### src/rtl/uart_fifo_tx.sv
// uart_fifo_tx
// ------------------------------------------------------------------------
// Drains a 16x8 synchronous FIFO and sends each byte as an 8N1 UART frame
// (one start bit, eight data bits LSB first, one stop bit) on a single line.
//
// Ports
//   CLK         system clock, all logic on the rising edge
//   RSTn        asynchronous active-low reset
//   enable      transmitter may start new frames while high
//   fifo_empty  FIFO empty flag
//   fifo_data   FIFO read data, valid the cycle after a fifo_rd pulse
//   fifo_rd     FIFO read strobe, one cycle per byte
//   tx          serial line, idle high
//   busy        high in every state except IDLE
//   tx_done     one-cycle pulse after each stop bit completes
//   state_dbg   current FSM state encoding (IDLE=0 .. STOP=5)
//
// FIFO handshake: the FIFO offers a byte whenever fifo_empty is low. This
// block takes it by raising fifo_rd for exactly one cycle, which only
// happens after sampling fifo_empty low in IDLE. The FIFO presents the byte
// on fifo_data at the edge that ends the fifo_rd cycle, and this block
// captures it one cycle after that, in LOAD. There is no back-pressure on
// the read side: a fifo_rd pulse always consumes exactly one byte.
//
// Every output is a flop, so nothing on an input reaches an output in the
// same cycle.
// ------------------------------------------------------------------------
module uart_fifo_tx #(
  parameter int CLK_DIV = 16
) (
  input  logic       CLK,
  input  logic       RSTn,
  input  logic       enable,
  input  logic       fifo_empty,
  input  logic [7:0] fifo_data,
  output logic       fifo_rd,
  output logic       tx,
  output logic       busy,
  output logic       tx_done,
  output logic [2:0] state_dbg
);

  // Baud counter width; guard the degenerate clog2 result so the counter is
  // never zero bits wide.
  localparam int CNT_W = (CLK_DIV > 1) ? $clog2(CLK_DIV) : 1;
  localparam logic [CNT_W-1:0] CNT_LAST = CNT_W'(CLK_DIV - 1);

  typedef enum logic [2:0] {
    IDLE  = 3'd0,
    FETCH = 3'd1,
    LOAD  = 3'd2,
    START = 3'd3,
    DATA  = 3'd4,
    STOP  = 3'd5
  } state_t;

  state_t           state;
  logic [CNT_W-1:0] baud_cnt;
  logic [2:0]       bit_idx;
  logic [7:0]       shift_q;
  logic             bit_end;

  // Last cycle of the current serial bit period.
  assign bit_end   = (baud_cnt == CNT_LAST);

  assign state_dbg = state;

  always_ff @(posedge CLK or negedge RSTn) begin
    if (!RSTn) begin
      state    <= IDLE;
      baud_cnt <= '0;
      bit_idx  <= 3'd0;
      shift_q  <= 8'h00;
      tx       <= 1'b1;
      fifo_rd  <= 1'b0;
      busy     <= 1'b0;
      tx_done  <= 1'b0;
    end else begin
      // Single-cycle strobes default low and are raised only on the
      // transition that calls for them.
      fifo_rd <= 1'b0;
      tx_done <= 1'b0;

      case (state)
        IDLE: begin
          tx       <= 1'b1;
          baud_cnt <= '0;
          // enable and fifo_empty are only looked at here, so dropping
          // enable mid-frame lets the current frame run to completion.
          if (enable && !fifo_empty) begin
            state   <= FETCH;
            fifo_rd <= 1'b1;
            busy    <= 1'b1;
          end
        end

        FETCH: begin
          // fifo_rd is high during this cycle; the FIFO updates its read
          // data at the edge that leaves FETCH.
          state <= LOAD;
        end

        LOAD: begin
          shift_q  <= fifo_data;
          tx       <= 1'b0;
          baud_cnt <= '0;
          state    <= START;
        end

        START: begin
          if (bit_end) begin
            state    <= DATA;
            baud_cnt <= '0;
            bit_idx  <= 3'd0;
            tx       <= shift_q[0];
          end else begin
            baud_cnt <= baud_cnt + 1'b1;
          end
        end

        DATA: begin
          if (bit_end) begin
            baud_cnt <= '0;
            if (bit_idx == 3'd7) begin
              state <= STOP;
              tx    <= 1'b1;
            end else begin
              // tx takes the bit that becomes shift_q[0] after this shift,
              // so the line and the register stay aligned.
              shift_q <= {1'b0, shift_q[7:1]};
              tx      <= shift_q[1];
              bit_idx <= bit_idx + 3'd1;
            end
          end else begin
            baud_cnt <= baud_cnt + 1'b1;
          end
        end

        STOP: begin
          if (bit_end) begin
            state    <= IDLE;
            baud_cnt <= '0;
            busy     <= 1'b0;
            tx_done  <= 1'b1;
          end else begin
            baud_cnt <= baud_cnt + 1'b1;
          end
        end

        default: begin
          state    <= IDLE;
          baud_cnt <= '0;
          tx       <= 1'b1;
          busy     <= 1'b0;
        end
      endcase
    end
  end

endmodule

### config.mk
export PLATFORM = sky130hd
export DESIGN_NAME = uart_fifo_tx
export DESIGN_NICKNAME = d
export VERILOG_FILES = /design/src/rtl/uart_fifo_tx.sv
export SDC_FILE = /design/constraint.sdc
export NUM_CORES = 1
export LEC_CHECK = 0
export BUFFER_PORTS_ARGS = -buffer_cell sky130_fd_sc_hd__buf_2
export CAP_MARGIN = 20
export CORE_MARGIN = 4
export CORE_UTILIZATION = 45
export CTS_BUF_LIST = sky130_fd_sc_hd__clkbuf_2 sky130_fd_sc_hd__clkbuf_4 sky130_fd_sc_hd__clkbuf_8
export CTS_CLUSTER_DIAMETER = 100
export DETAILED_ROUTE_END_ITERATION = 16
export PLACE_DENSITY = 0.73
export SETUP_SLACK_MARGIN = 0.1
export SLEW_MARGIN = 20
export SYNTH_ARGS = -nofsm -noshare
export SYNTH_HDL_FRONTEND = slang
export SYNTH_SLANG_ARGS = --single-unit
### constraint.sdc
create_clock -name CLK -period 2.1 [get_ports CLK]
set_input_delay 0.42 -clock CLK [delete_from_list [all_inputs] [get_ports CLK]]
set_output_delay 0.42 -clock CLK [all_outputs]
set_load 0.02 [all_outputs]
==> impl_metrics.py <==
metrics = {
    "global_route": {
        "grt_max_degree": 23,
        "grt.overflow.total": 0,
        "gr-usage-met1_pct": 20.5,
        "grt_usage_pct": 15.5,
        "grt_pass1_vias": 921,
        "grt_pass1_wl_um": 4150,
        "grtUsageMet2_pct": 25.1,
        "antenna_found_initial": 0,
        "grt_use_met3_pct": 2.40,
        "grt_busiest_layer": "met2",
    },
    "timing": {
        "final.min_clock_period_ns": 1.82,
        "hold_violations": 0,
        "rsz0062_at_grt": "no",
        "setup_viol_count_final": 0,
        "final-max-slew-violation-count": 0,
        "fin_tns_setup_ns": 0,
        "fmax_mhz": 551,
        "clock_skew_ns": 0.00316,
        "fin_crit_sh_pct": 86.5,
        "tightest_slew_ns": 0.485,
        "slew_headroom_pct": 67.7,
    },
    "setup_path": {
        "cp_max_fo": 9,
        "regToRegStartpoint": "bit_idx[0]",
        "path_common_cell": "ha_1",
        "worstReg2RegEnd": "shift_q[1]",
        "critPathSlowestCell": "or3_4",
        "crit_arrival_ns": 2.06,
        "crit_chain": "ha_1 > ha_1 > or3_4 > and2_4 > a21oi_2",
        "r2r_slack_ns": 0.28,
        "cp-start-kind": "register",
        "critPathCaptureType": "register",
        "path_class": "reg -> reg",
        "crit_required_ns": 2.34,
        "slowest_delay_ns": 0.48,
        "rr_worst_depth": 5,
    },
    "cts": {
        "cts_resized": 0,
        "path_clk_slew_ns": 0.12,
        "cts_buffers": 3,
        "h-tree-depth": 1,
        "clk_latency_ns": 0.31,
        "clockBufferDepth": 2,
        "cts_tree": "built",
        "clock_sinks": 22,
        "postCtsSetupBuffers": 0,
        "cts_root_buf": "clkbuf_4",
        "ctsHoldBuffers": 0,
    },
    "routing": {
        "wl_per_cell_um": 14.4,
        "num_vias": 947,
        "routed_wl_um": 2440,
        "via_per_inst": 5.60,
        "drt_iter0_markers": 18,
        "dr.pass1.iters": 4,
        "antenna_left": 0,
        "drc": 0,
    },
    "synthesis": {
        "synth_seq_cells": 22,
        "yosysSeqAreaShare_pct": 46.4,
        "syn_area_um2": 1190,
        "synth_edf_count": 0,
        "synthFlopType": "dfrtp_1",
        "yosys.cell_types.count": 36,
        "ys_warn_count": 0,
        "mappedNetlistNets": 138,
        "async_reset_ff_share_pct": 100,
        "synth.top_cell.area_share_pct": 44.2,
        "syn_area_per_cell_um2": 9.66,
        "synth_top_area_cell": "dfrtp_1",
        "yosys-top-cells-area": "dfrtp_1, o22ai_1, a21oi_2",
        "syn_inst": 123,
    },
    "power": {
        "p_switching_mw": 0.551,
        "sequentialPowerShare_pct": 43.2,
        "p_per_area_nw_per_um2": 1180,
        "power_frac_clock_pct": 20.4,
        "static-leakage-power_nw": 0.633,
        "power.internal_mw": 1.03,
        "switching_share_pct": 34.9,
        "peakVddDrop_v": 0.000609,
        "p_comb_share_pct": 36.4,
    },
    "status": {
        "status": "completed",
    },
    "cells_and_area": {
        "syn_to_final_growth_pct": 13.1,
        "final_util_pct": 53.8,
        "final_cell_mix": "dfrtp_1, buf_2, inv_1, o22ai_1, o21ai_0",
        "drive_gt1_share_pct": 28.1,
        "nFillCells": 232,
        "num_antenna_cells": 0,
        "multiInputGateArea_um2": 544,
        "layout.area.seq_um2": 552,
        "final_common_cell": "dfrtp_1",
        "nNetsFinal": 155,
    },
    "floorplanning": {
        "die_x_um": 59.4,
        "rows": 18,
        "die_area_um2": 3530,
        "placeableCoreArea_um2": 2500,
        "io_pins": 19,
        "die_h_um": 59.4,
        "initial_core_util_pct": 47.5,
    },
    "place": {
        "dp_hpwl_um": 1770,
        "numPortBuffers": 18,
        "gp_congestion": 0.748,
    },
    "worst_hold_path": {
        "hp-class": "in -> async",
    },
    "job": {
        "drv_cap": 0,
    },
}
-- cells by family after synthesis --
logic type / after synthesis / share of synthesized area (%)
XOR/XNOR: 2 / 1.47
flip-flops: 22 / 46.4
buffers and inverters: 20 / 8.21
adder cells (fa/ha/maj): 3 / 3.16
multiplexers: 2 / 1.79
AO/OA/AOI/OAI: 43 / 24.3
AND/OR/NAND/NOR: 31 / 14.6
-- stage by stage --
stage | instances | hold slack, ns | cell area (µm²) | power, mW | worst slack [ns]
2_1_floorplan | 123 | 0.124 | 1190 | 1.13 | 0.196
3_3_place_gp | 165 | 0.413 | 1290 | 1.23 | 0.304
3_5_place_dp | 165 | 0.412 | 1290 | 1.27 | 0.212
4_1_cts | 169 | 0.0646 | 1340 | 1.59 | 0.193
5_1_grt | 169 | 0.0765 | 1340 | 1.71 | 0.194
6_report | 169 | 0.0495 | 1340 | 1.58 | 0.284
-- worst max path at each step --
stage	from	endpoint	slack (ns)	depth (start not counted)
after floorplan	state_dbg[1]	shift_q[0]	0.20	7
after global placement	bit_idx[0]	shift_q[2]	0.30	5
after detailed placement	bit_idx[0]	shift_q[1]	0.21	5
after CTS	bit_idx[0]	shift_q[1]	0.19	5
after global routing	bit_idx[0]	shift_q[6]	0.19	5
final	bit_idx[0]	shift_q[1]	0.28	5
-- flip-flops by register name, indices dropped and copies added, names as in the netlist --
name and cells:
tx 1, tx_done 1, baud_cnt 4, fifo_rd 1
shift_q 8, state_dbg 3, bit_idx 3, busy 1
-- cells in the mapped netlist (all sizes together), types with 4 or more instances --
| library cell | number |
|---|---|
| a21oi | 12 |
| a22oi | 5 |
| buf | 4 |
| clkbuf | 6 |
| dfrtp | 21 |
| inv | 10 |
| nand2 | 4 |
| nand2b | 4 |
| nand3 | 5 |
| nor2 | 5 |
| o21ai | 8 |
| o22ai | 10 |
-- critical path: cells and delay by family, from the launching register on --
kind,cells,cell delay (ns)
fa+ha+maj,2,0.49
flops,1,0.43
compound gates,1,0.14
simple gates,2,0.68
-- metal layers --
metal	share of wire, %	vias up
met1	43	447
met4	1.2	0
met2	52	28
met3	3.6	6
li1	-	466
met5	0	-
-- power groups by stage --
stage          logic, mW  registers (mW)  clock network [mW]
5_1_grt            0.656           0.703               0.349
4_1_cts            0.581           0.682               0.328
3_5_place_dp       0.580           0.689                   0
2_1_floorplan      0.439           0.692                   0
6_report           0.575           0.683               0.322
3_3_place_gp       0.549           0.680                   0
-- cell type report --
type                       instances  share of cell area, %
inverter                          10                   2.79
tap                               30                   2.79
timing repair buffer              22                   8.94
clock buffer                       3                   1.68
sequential                        22                   41.1
clock inverter                     1                   2.23
multi-input combinational         81                   40.5
No activity file was read; power rests on OpenSTA's default activity.
